### config.mk
export PLATFORM = sky130hd
export DESIGN_NAME = led_strip_scanner
export DESIGN_NICKNAME = d
export VERILOG_FILES = /design/src/rtl/led_counter_pkg.sv /design/src/rtl/led_strip_scanner_frame_stepper.sv /design/src/rtl/led_strip_scanner.sv
export SDC_FILE = /design/constraint.sdc
export NUM_CORES = 1
export LEC_CHECK = 0
export BUFFER_PORTS_ARGS = -buffer_cell sky130_fd_sc_hd__buf_2
export CAP_MARGIN = 0
export CORE_MARGIN = 2
export CORE_UTILIZATION = 55
export DETAILED_ROUTE_END_ITERATION = 10
export HOLD_SLACK_MARGIN = 0.03
export PLACE_DENSITY_LB_ADDON = 0.05
export SLEW_MARGIN = 20
export SYNTH_ARGS = -nofsm -noshare
export SYNTH_HDL_FRONTEND = slang
export SYNTH_SLANG_ARGS = --single-unit
### constraint.sdc
create_clock -name i_clk -period 2.9 [get_ports i_clk]
set_input_delay 0.29 -clock i_clk [delete_from_list [all_inputs] [get_ports i_clk]]
set_output_delay 0.29 -clock i_clk [all_outputs]
set_load 0.03 [all_outputs]
### src/rtl/led_counter_pkg.sv
// Shared geometry, bus widths and the Gray helper for the LED counter display pixel path.
package led_counter_pkg;

    localparam int H_ACTIVE = 480;
    localparam int LED_W    = 60;
    localparam int NUM_LEDS = 8;
    localparam int STRIP_Y0 = 104;
    localparam int STRIP_H  = 64;
    localparam int ROM_AW   = 15;
    localparam int COLOR_W  = 16;

    function automatic logic [31:0] to_gray(input logic [31:0] bin);
        return bin ^ (bin >> 1);
    endfunction

endpackage

### src/rtl/led_strip_scanner_frame_stepper.sv
// Frame-rate counter: i_vde edge detect, frame divider, pause, step tick and tear-free shown value.
// Build option LED_COUNTER_GRAY_EN switches the displayed value to Gray code.
module frame_stepper import led_counter_pkg::*; #(
    parameter int CW        = led_counter_pkg::NUM_LEDS,
    parameter int FRAME_DIV = 30
) (
    input  logic          i_clk,
    input  logic          i_rst_n,
    input  logic          i_vde,
    input  logic          i_pause,
    output logic [CW-1:0] o_count,
    output logic [CW-1:0] o_shown,
    output logic          o_tick
);

    logic          vde_q;
    logic          fall_s;
    logic          rise_s;
    logic [7:0]    fdiv_q, fdiv_d;
    logic [CW-1:0] count_q, count_d;
    logic [CW-1:0] disp_q, disp_d;
    logic [CW-1:0] shown_q, shown_d;
    logic          tick_q, tick_d;

    assign fall_s = vde_q & ~i_vde;
    assign rise_s = ~vde_q & i_vde;

    // Pause wins over a coincident frame event: the divider holds and no tick is issued.
    always_comb begin
        fdiv_d  = fdiv_q;
        count_d = count_q;
        tick_d  = 1'b0;
        if (fall_s && !i_pause) begin
            if (fdiv_q == 8'(FRAME_DIV - 1)) begin
                fdiv_d  = 8'd0;
                count_d = count_q + CW'(1'b1);
                tick_d  = 1'b1;
            end else begin
                fdiv_d  = fdiv_q + 8'd1;
            end
        end else begin
            fdiv_d = fdiv_q;
        end
`ifdef LED_COUNTER_GRAY_EN
        disp_d = CW'(to_gray(32'(count_d)));
`else
        disp_d = count_d;
`endif
        if (rise_s) begin
            shown_d = disp_q;
        end else begin
            shown_d = shown_q;
        end
    end

    always_ff @(posedge i_clk or negedge i_rst_n) begin
        if (!i_rst_n) begin
            vde_q   <= 1'b0;
            fdiv_q  <= 8'd0;
            count_q <= CW'(1'b0);
            disp_q  <= CW'(1'b0);
            shown_q <= CW'(1'b0);
            tick_q  <= 1'b0;
        end else begin
            vde_q   <= i_vde;
            fdiv_q  <= fdiv_d;
            count_q <= count_d;
            disp_q  <= disp_d;
            shown_q <= shown_d;
            tick_q  <= tick_d;
        end
    end

    assign o_count = disp_q;
    assign o_shown = shown_q;
    assign o_tick  = tick_q;

endmodule

### src/rtl/led_strip_scanner.sv
// Pixel source for the LED strip: walks the ROM address and picks LED-on/off words per cell.
// Build option LED_COUNTER_GRAY_EN (in frame_stepper) selects a Gray-coded counter display.
module led_strip_scanner import led_counter_pkg::*; #(
    parameter int H_ACTIVE  = led_counter_pkg::H_ACTIVE,
    parameter int NUM_LEDS  = led_counter_pkg::NUM_LEDS,
    parameter int LED_W     = led_counter_pkg::LED_W,
    parameter int STRIP_Y0  = led_counter_pkg::STRIP_Y0,
    parameter int STRIP_H   = led_counter_pkg::STRIP_H,
    parameter int FRAME_DIV = 30,
    parameter int ROM_LAT   = 2
) (
    input  logic                i_clk,
    input  logic                i_rst_n,
    input  logic [8:0]          i_x,
    input  logic [8:0]          i_y,
    input  logic                i_hde,
    input  logic                i_vde,
    input  logic                i_pause,
    input  logic [15:0]         i_rom_on,
    input  logic [15:0]         i_rom_off,
    output logic [14:0]         o_rom_addr,
    output logic [15:0]         o_color,
    output logic [NUM_LEDS-1:0] o_count,
    output logic                o_tick
);

    localparam int CW = (LED_W > 1) ? $clog2(LED_W) : 1;
    localparam int LW = (NUM_LEDS > 1) ? $clog2(NUM_LEDS) : 1;
    localparam int PD = ROM_LAT - 1;

    logic                active_s;
    logic                in_strip_s;
    logic                sel_s;
    logic [NUM_LEDS-1:0] shown_s;
    logic [ROM_AW-1:0]   addr_q, addr_d;
    logic [CW-1:0]       col_q, col_d;
    logic [LW-1:0]       led_q, led_d;
    logic [PD-1:0]       strip_pipe_q;
    logic [PD-1:0]       sel_pipe_q;
    logic                sync_ok_q, sync_ok_d;
    logic [COLOR_W-1:0]  color_q, color_d;

    frame_stepper #(
        .CW        (NUM_LEDS),
        .FRAME_DIV (FRAME_DIV)
    ) u_stepper (
        .i_clk   (i_clk),
        .i_rst_n (i_rst_n),
        .i_vde   (i_vde),
        .i_pause (i_pause),
        .o_count (o_count),
        .o_shown (shown_s),
        .o_tick  (o_tick)
    );

    assign active_s   = i_hde & i_vde;
    assign in_strip_s = active_s
                        && ({1'b0, i_x} < 10'(H_ACTIVE))
                        && (i_y >= 9'(STRIP_Y0))
                        && ({1'b0, i_y} < 10'(STRIP_Y0 + STRIP_H));
    assign sel_s      = shown_s[LW'(NUM_LEDS - 1) - led_q];

    always_comb begin
        if (!i_vde) begin
            addr_d = ROM_AW'(1'b0);
        end else if (in_strip_s) begin
            addr_d = addr_q + ROM_AW'(1'b1);
        end else begin
            addr_d = addr_q;
        end
    end

    // Line blanking clears the cell position even on the cycle the column would wrap.
    always_comb begin
        col_d = col_q;
        led_d = led_q;
        if (!i_hde) begin
            col_d = CW'(1'b0);
            led_d = LW'(1'b0);
        end else if (active_s) begin
            if (col_q == CW'(LED_W - 1)) begin
                col_d = CW'(1'b0);
                led_d = (led_q == LW'(NUM_LEDS - 1)) ? LW'(1'b0) : led_q + LW'(1'b1);
            end else begin
                col_d = col_q + CW'(1'b1);
            end
        end else begin
            col_d = col_q;
            led_d = led_q;
        end
    end

    always_comb begin
        sync_ok_d = sync_ok_q | ~i_vde;
        if (sync_ok_q && strip_pipe_q[PD-1]) begin
            color_d = sel_pipe_q[PD-1] ? i_rom_on : i_rom_off;
        end else begin
            color_d = 16'h0000;
        end
    end

    // The output register is the last alignment stage, so o_color lands ROM_LAT cycles after its address.
    always_ff @(posedge i_clk or negedge i_rst_n) begin
        if (!i_rst_n) begin
            addr_q       <= ROM_AW'(1'b0);
            col_q        <= CW'(1'b0);
            led_q        <= LW'(1'b0);
            strip_pipe_q <= PD'(1'b0);
            sel_pipe_q   <= PD'(1'b0);
            sync_ok_q    <= 1'b0;
            color_q      <= 16'h0000;
        end else begin
            addr_q          <= addr_d;
            col_q           <= col_d;
            led_q           <= led_d;
            strip_pipe_q[0] <= in_strip_s;
            sel_pipe_q[0]   <= sel_s;
            for (int k = 1; k < PD; k++) begin
                strip_pipe_q[k] <= strip_pipe_q[k-1];
                sel_pipe_q[k]   <= sel_pipe_q[k-1];
            end
            sync_ok_q       <= sync_ok_d;
            color_q         <= color_d;
        end
    end

    assign o_rom_addr = addr_q;
    assign o_color    = color_q;

endmodule

# Yosys cells after proc, flatten, opt, wreduce, memory -nomap -nowiden
# Cells that the tools add are included.
dict set report op_classes {
  addsub 6
  n_lt_le_gt_ge 4
  n_eq_ne 6
  n_mux 16
  bitwise 6
  reduce_logical 8
}
# cell n
set ops {}
lappend ops {{2-to-1 mux 16 bit} 2}
lappend ops {{2-to-1 mux 15 bit} 2}
lappend ops {{2-to-1 mux 6 bit} 3}
lappend ops {{adder 8 x 1 -> 8 bit, second input constant} 2}
lappend ops {{adder 15 x 1 -> 15 bit, second input constant} 1}
lappend ops {{2-to-1 mux 3 bit} 4}
lappend ops {{>= comparator 9 x 7 -> 1 bit, second input constant} 1}
lappend ops {{< comparator 9 x 8 -> 1 bit, second input constant} 1}
lappend ops {{< comparator 9 bit, second input constant} 1}
lappend ops {{equality test 8 x 5 -> 1 bit, second input constant} 1}
lappend ops {{2-to-1 mux 8 bit} 1}
lappend ops {{adder 6 x 1 -> 6 bit, second input constant} 1}
lappend ops {{equality test 6 bit, second input constant} 1}
lappend ops {{!= test 2 x 1 -> 1 bit, second input constant} 3}
lappend ops {{logical AND 1 bit} 5}
lappend ops {{< comparator 3 x 4 -> 1 bit, second input constant} 1}
lappend ops {{AND reduction 2 bit} 2}
lappend ops {{adder 3 x 1 -> 3 bit, second input constant} 1}
lappend ops {{AND 1 bit} 3}
lappend ops {{binary-select mux 1 bit (select 3 bit)} 1}
lappend ops {{equality test 3 bit, second input constant} 1}
lappend ops {{2-to-1 mux 1 bit} 3}
lappend ops {{subtractor 3 bit, first input constant} 1}
lappend ops {{inverter 1 bit} 2}
lappend ops {{2 further kinds} 2}
dict set report totals {
  ff_bits 69
  inputBits 55
  out_inout_bits 40
  word_cells 58
}

# Depth between registers and ports, before layout
dict set report logic_depth {
  ltp_word 6
  depth_mapped 6
  depth_no_buf 6
}

# Modules after synthesis
# Synthesis repeated with hierarchy kept, for this count alone.
dict set report hier_totals {
  hier_cells 296
  area_unflattened_um2 3311.9
}
# mod n_inst cells_per_inst area_each_um2
set modules_own_cells {}
lappend modules_own_cells {led_strip_scanner 1 199 2134.5}
lappend modules_own_cells {frame_stepper 1 97 1177.4}

# Worst setup path after synthesis
# No wires, ideal clock.
dict set report synth_timing {
  kind {reg2reg}
  start {register addr_q[3], in the netlist o_rom_addr[3]}
  end {register addr_q[10], in the netlist o_rom_addr[10]}
  setup_ns 0.080
  t_arrival_ns 1.703
  required_time_ns 2.820
  setup_slack_ns 1.117
  path_stages_with_launch 6
  path_buffers 1
  period_less_slack_ns 1.783
  cell_sequence {dfrtp_1 -> and4_1 -> clkbuf_1 -> nand4_1 -> or4_1 -> a21oi_1}
}
dict set report synth_via {
  elab_chain_len 3
}
# item line
set synth_lines {}
lappend synth_lines {{start: declaration} led_strip_scanner.sv:35} ;# logic [ROM_AW-1:0] addr_q, addr_d;
lappend synth_lines {{start signal: assignment} led_strip_scanner.sv:105} ;# addr_q <= ROM_AW'(1'b0);
lappend synth_lines {{start signal: assignment} led_strip_scanner.sv:113} ;# addr_q <= addr_d;
lappend synth_lines {{adder 15 x 1 -> 15 bit} led_strip_scanner.sv:67} ;# addr_d = addr_q + ROM_AW'(1'b1);
lappend synth_lines {{2-to-1 mux 15 bit} led_strip_scanner.sv:66} ;# end else if (in_strip_s) begin
lappend synth_lines {{2-to-1 mux 15 bit} led_strip_scanner.sv:64} ;# if (!i_vde) begin
# Every way passes these cells. The select of a mux whose other input is x is not followed.
# A chain may end at the register's enable or synchronous reset.

# Final worst setup path
dict set report layout_timing {
  start {register u_stepper.fdiv_q[5]}
  end {register u_stepper.count_q[1]}
}
dict set report layout_via {
  elab_chain_len 2
}
# item line
set layout_lines {}
lappend layout_lines {{start: declaration} led_strip_scanner_frame_stepper.sv:19} ;# logic [7:0] fdiv_q, fdiv_d;
lappend layout_lines {{start signal: assignment} led_strip_scanner_frame_stepper.sv:66} ;# fdiv_q <= fdiv_d;
lappend layout_lines {{equality test 8 x 5 -> 1 bit} led_strip_scanner_frame_stepper.sv:34} ;# if (fdiv_q == 8'(FRAME_DIV - 1)) begin
lappend layout_lines {{AND reduction 2 bit (no line)} -}
lappend layout_lines {{end signal: assignment} led_strip_scanner_frame_stepper.sv:60} ;# count_q <= CW'(1'b0);
lappend layout_lines {{end signal: assignment} led_strip_scanner_frame_stepper.sv:67} ;# count_q <= count_d;
lappend layout_lines {{end: declaration} led_strip_scanner_frame_stepper.sv:20} ;# logic [CW-1:0] count_q, count_d;
# Every way passes these cells.

==> results.json <==
{
  "status": "complete, no violations",
  "peakVddDrop_uv": 359,
  "vias": 2435,
  "drtPass1Iterations": 4,
  "p_leak_nw": 1.94,
  "track_usage": 0.207,
  "r2r_setup_slack_ns": 1.06,
  "syn_to_final_growth_pct": 19.7,
  "port_buffers": 86,
  "setup_tns_ns": 0,
  "synth_top_cells_by_area": "dfrtp_1, mux2i_1, mux2_2",
  "cpPeakStageDelay_ns": 0.59,
  "arrival_ns": 2.06,
  "async_flop_share": 1.00,
  "slew_headroom": 0.455,
  "yosysWarnings": 0,
  "finalHoldViolations": 0,
  "start_kind": "register",
  "synth_cell_type_count": 43,
  "rsz0062_at_grt": "no",
  "fmax_mhz": 543,
  "post-route-period-util": 0.635,
  "fp.dieH_um": 80.8,
  "slew_violations": 0,
  "hpwl_um": 4510,
  "postRouteAntennaNets": 0,
  "grt_pass1_vias": 2286,
  "synth_seq_cells": 69,
  "finClkSkew_ns": 0.00632,
  "seq_area_frac_synth": 0.533,
  "cts_sinks": 69,
  "path_buf_inv": 0,
  "via_per_inst": 5.47,
  "nets": 431,
  "p_comb_frac": 0.094,
  "p_switching_mw": 0.446,
  "clk_latency_ns": 0.33,
  "p_int_mw": 1.39,
  "ff_latch_area_um2": 1730,
  "start_util": 0.578,
  "rows": 27,
  "cts_max_level": 3,
  "hold-worst-slack_ns": 0.0407,
  "required_ns": 3.12,
  "synth_area_leader_cell": "dfrtp_1",
  "ys.flop_type": "dfrtp_1",
  "end_kind": "register",
  "pwr-share-seq": 0.555,
  "cts_resized": 0,
  "synth_edf_count": 0,
  "cts.clk_slew.worst_paths_ns": 0.07,
  "drc": 0,
  "die_w_um": 80.8,
  "gp_congestion": 0.739,
  "crit_chain": "or4b_4 > nor3_4 > mux2_2",
  "wl_per_cell_um": 13.9,
  "syn_area_um2": 3240,
  "grt_overflow": 0,
  "fill_cells": 437,
  "cts_hold_buf": 0,
  "drive_above_1_share": 0.311,
  "numCtsBuffers": 9,
  "critical_path_class": "register to register",
  "io_pins": 95,
  "crit_slowest_cell": "or4b_4",
  "grt_max_degree": 37,
  "grt_pass1_wl_um": 10300,
  "n_antenna_cell": 0,
  "clockBufferDepth": 2,
  "synth_common_cells": "dfrtp_1, nor2_1, mux2i_1",
  "multi_input_area_um2": 1440,
  "period_needed_ns": 1.84,
  "drt-initial-drc-count": 103,
  "finalSetupViolCount": 0,
  "cp_max_fo": 9,
  "die-area_um2": 6520,
  "syn_inst": 281,
  "postCtsSetupBuffers": 0,
  "synth_top_cell_area_share": 0.533,
  "switching_share": 0.243,
  "cts_tree": "yes",
  "core_um2": 5610,
  "min_path_type": "input pin to asynchronous set/reset pin",
  "synth_area_per_cell_um2": 11.5,
  "power_density_nw_per_um2": 474,
  "drv_cap": 0,
  "clockRootBuffer": "clkbuf_8",
  "wl_um": 6170,
  "yosysMostFrequentCell": "dfrtp_1",
  "tightestPinTransition_ns": 0.818,
  "clock_power_share": 0.351,
  "antenna_found_initial": 0,
  "synthesis.nets": 343,
  "crit_family": "simple AND/OR/NAND/NOR gates"
}
==> layout by cell type, fill, tap and decap left out, types with 10 or more instances in the layout <==
master,count
a21oi_1,12
buf_2,86
clkbuf_8,10
dfrtp_1,69
mux2_2,10
mux2i_1,25
nand2_1,16
nand4_1,10
nor2_1,26
==> worst paths after layout <==
path | start | end | depth (start not counted)
worst min register to register | o_rom_addr[14] | o_rom_addr[14] | 1
worst max-delay path | u_stepper.fdiv_q[5] | u_stepper.count_q[1] | 3
worst min-delay path | i_rst_n | o_color[14] | 1
worst max register to register | u_stepper.fdiv_q[5] | u_stepper.count_q[1] | 3
max in group asynchronous | i_rst_n | u_stepper.o_shown[5] | 2
min in group i_clk | i_rom_off[14] | o_color[14] | 3
==> cell type report <==
| cell class | instances | area share |
|---|---|---|
| Clock buffer | 13 | 0.0384 |
| Sequential cell | 69 | 0.445 |
| Timing Repair Buffer | 89 | 0.117 |
| Clock inverter | 2 | 0.00258 |
| Multi-Input combinational cell | 196 | 0.370 |
| Tap cell | 72 | 0.0232 |
| Inverter | 4 | 0.00387 |
==> layer usage <==
| metal | vias up | wire length, um | GRT usage |
|---|---|---|---|
| met5 | - | 0 | 0 |
| met4 | 0 | 118 | 0.105 |
| met3 | 10 | 373 | 0.0356 |
| met2 | 68 | 2900 | 0.333 |
| met1 | 1168 | 2780 | 0.273 |
| li1 | 1189 | - | - |
==> stage by stage <==
step                area [um2]  worst slack (ns)  std cells  utilization  power, mW
global route              3880             0.950        445        0.692       1.94
detailed placement        3720             0.886        430        0.664       1.22
CTS                       3880              1.04        445        0.692       1.87
global placement          3720             0.913        430        0.664       1.21
finish                    3880              1.06        445        0.692       1.84
floorplan                 3240              1.12        281            -       1.14
==> logic make-up (layout without fill, tap and decap cells) <==
kind of cell             after synthesis  after routing  share of synthesized area
AO/OA/AOI/OAI                         31             31                     0.0625
multiplexers                          37             37                      0.126
XOR/XNOR                              14             14                     0.0378
buffers and inverters                 16            108                     0.0239
adder cells (fa/ha/maj)                7              7                     0.0270
flip-flops                            69             69                      0.533
AND/OR/NAND/NOR                      107            107                      0.190
==> state kept, by name, indices dropped and copies added (netlist names) <==
name / cells
col_q: 6
u_stepper.count_q: 8
u_stepper.fdiv_q: 8
u_stepper.vde_q: 1
strip_pipe_q: 1
o_color: 16
u_stepper.o_shown: 8
sync_ok_q: 1
u_stepper.o_tick: 1
sel_pipe_q: 1
led_q: 3
o_rom_addr: 15
==> power by group through the flow <==
stage	Clock (mW)	Combinational (mW)	Sequential (mW)
3_3_place_gp	0	0.172	1.04
4_1_cts	0.666	0.177	1.02
5_1_grt	0.716	0.197	1.03
3_5_place_dp	0	0.177	1.04
2_1_floorplan	0	0.100	1.04
6_report	0.646	0.173	1.02
Power figures use the tool's default switching activity.
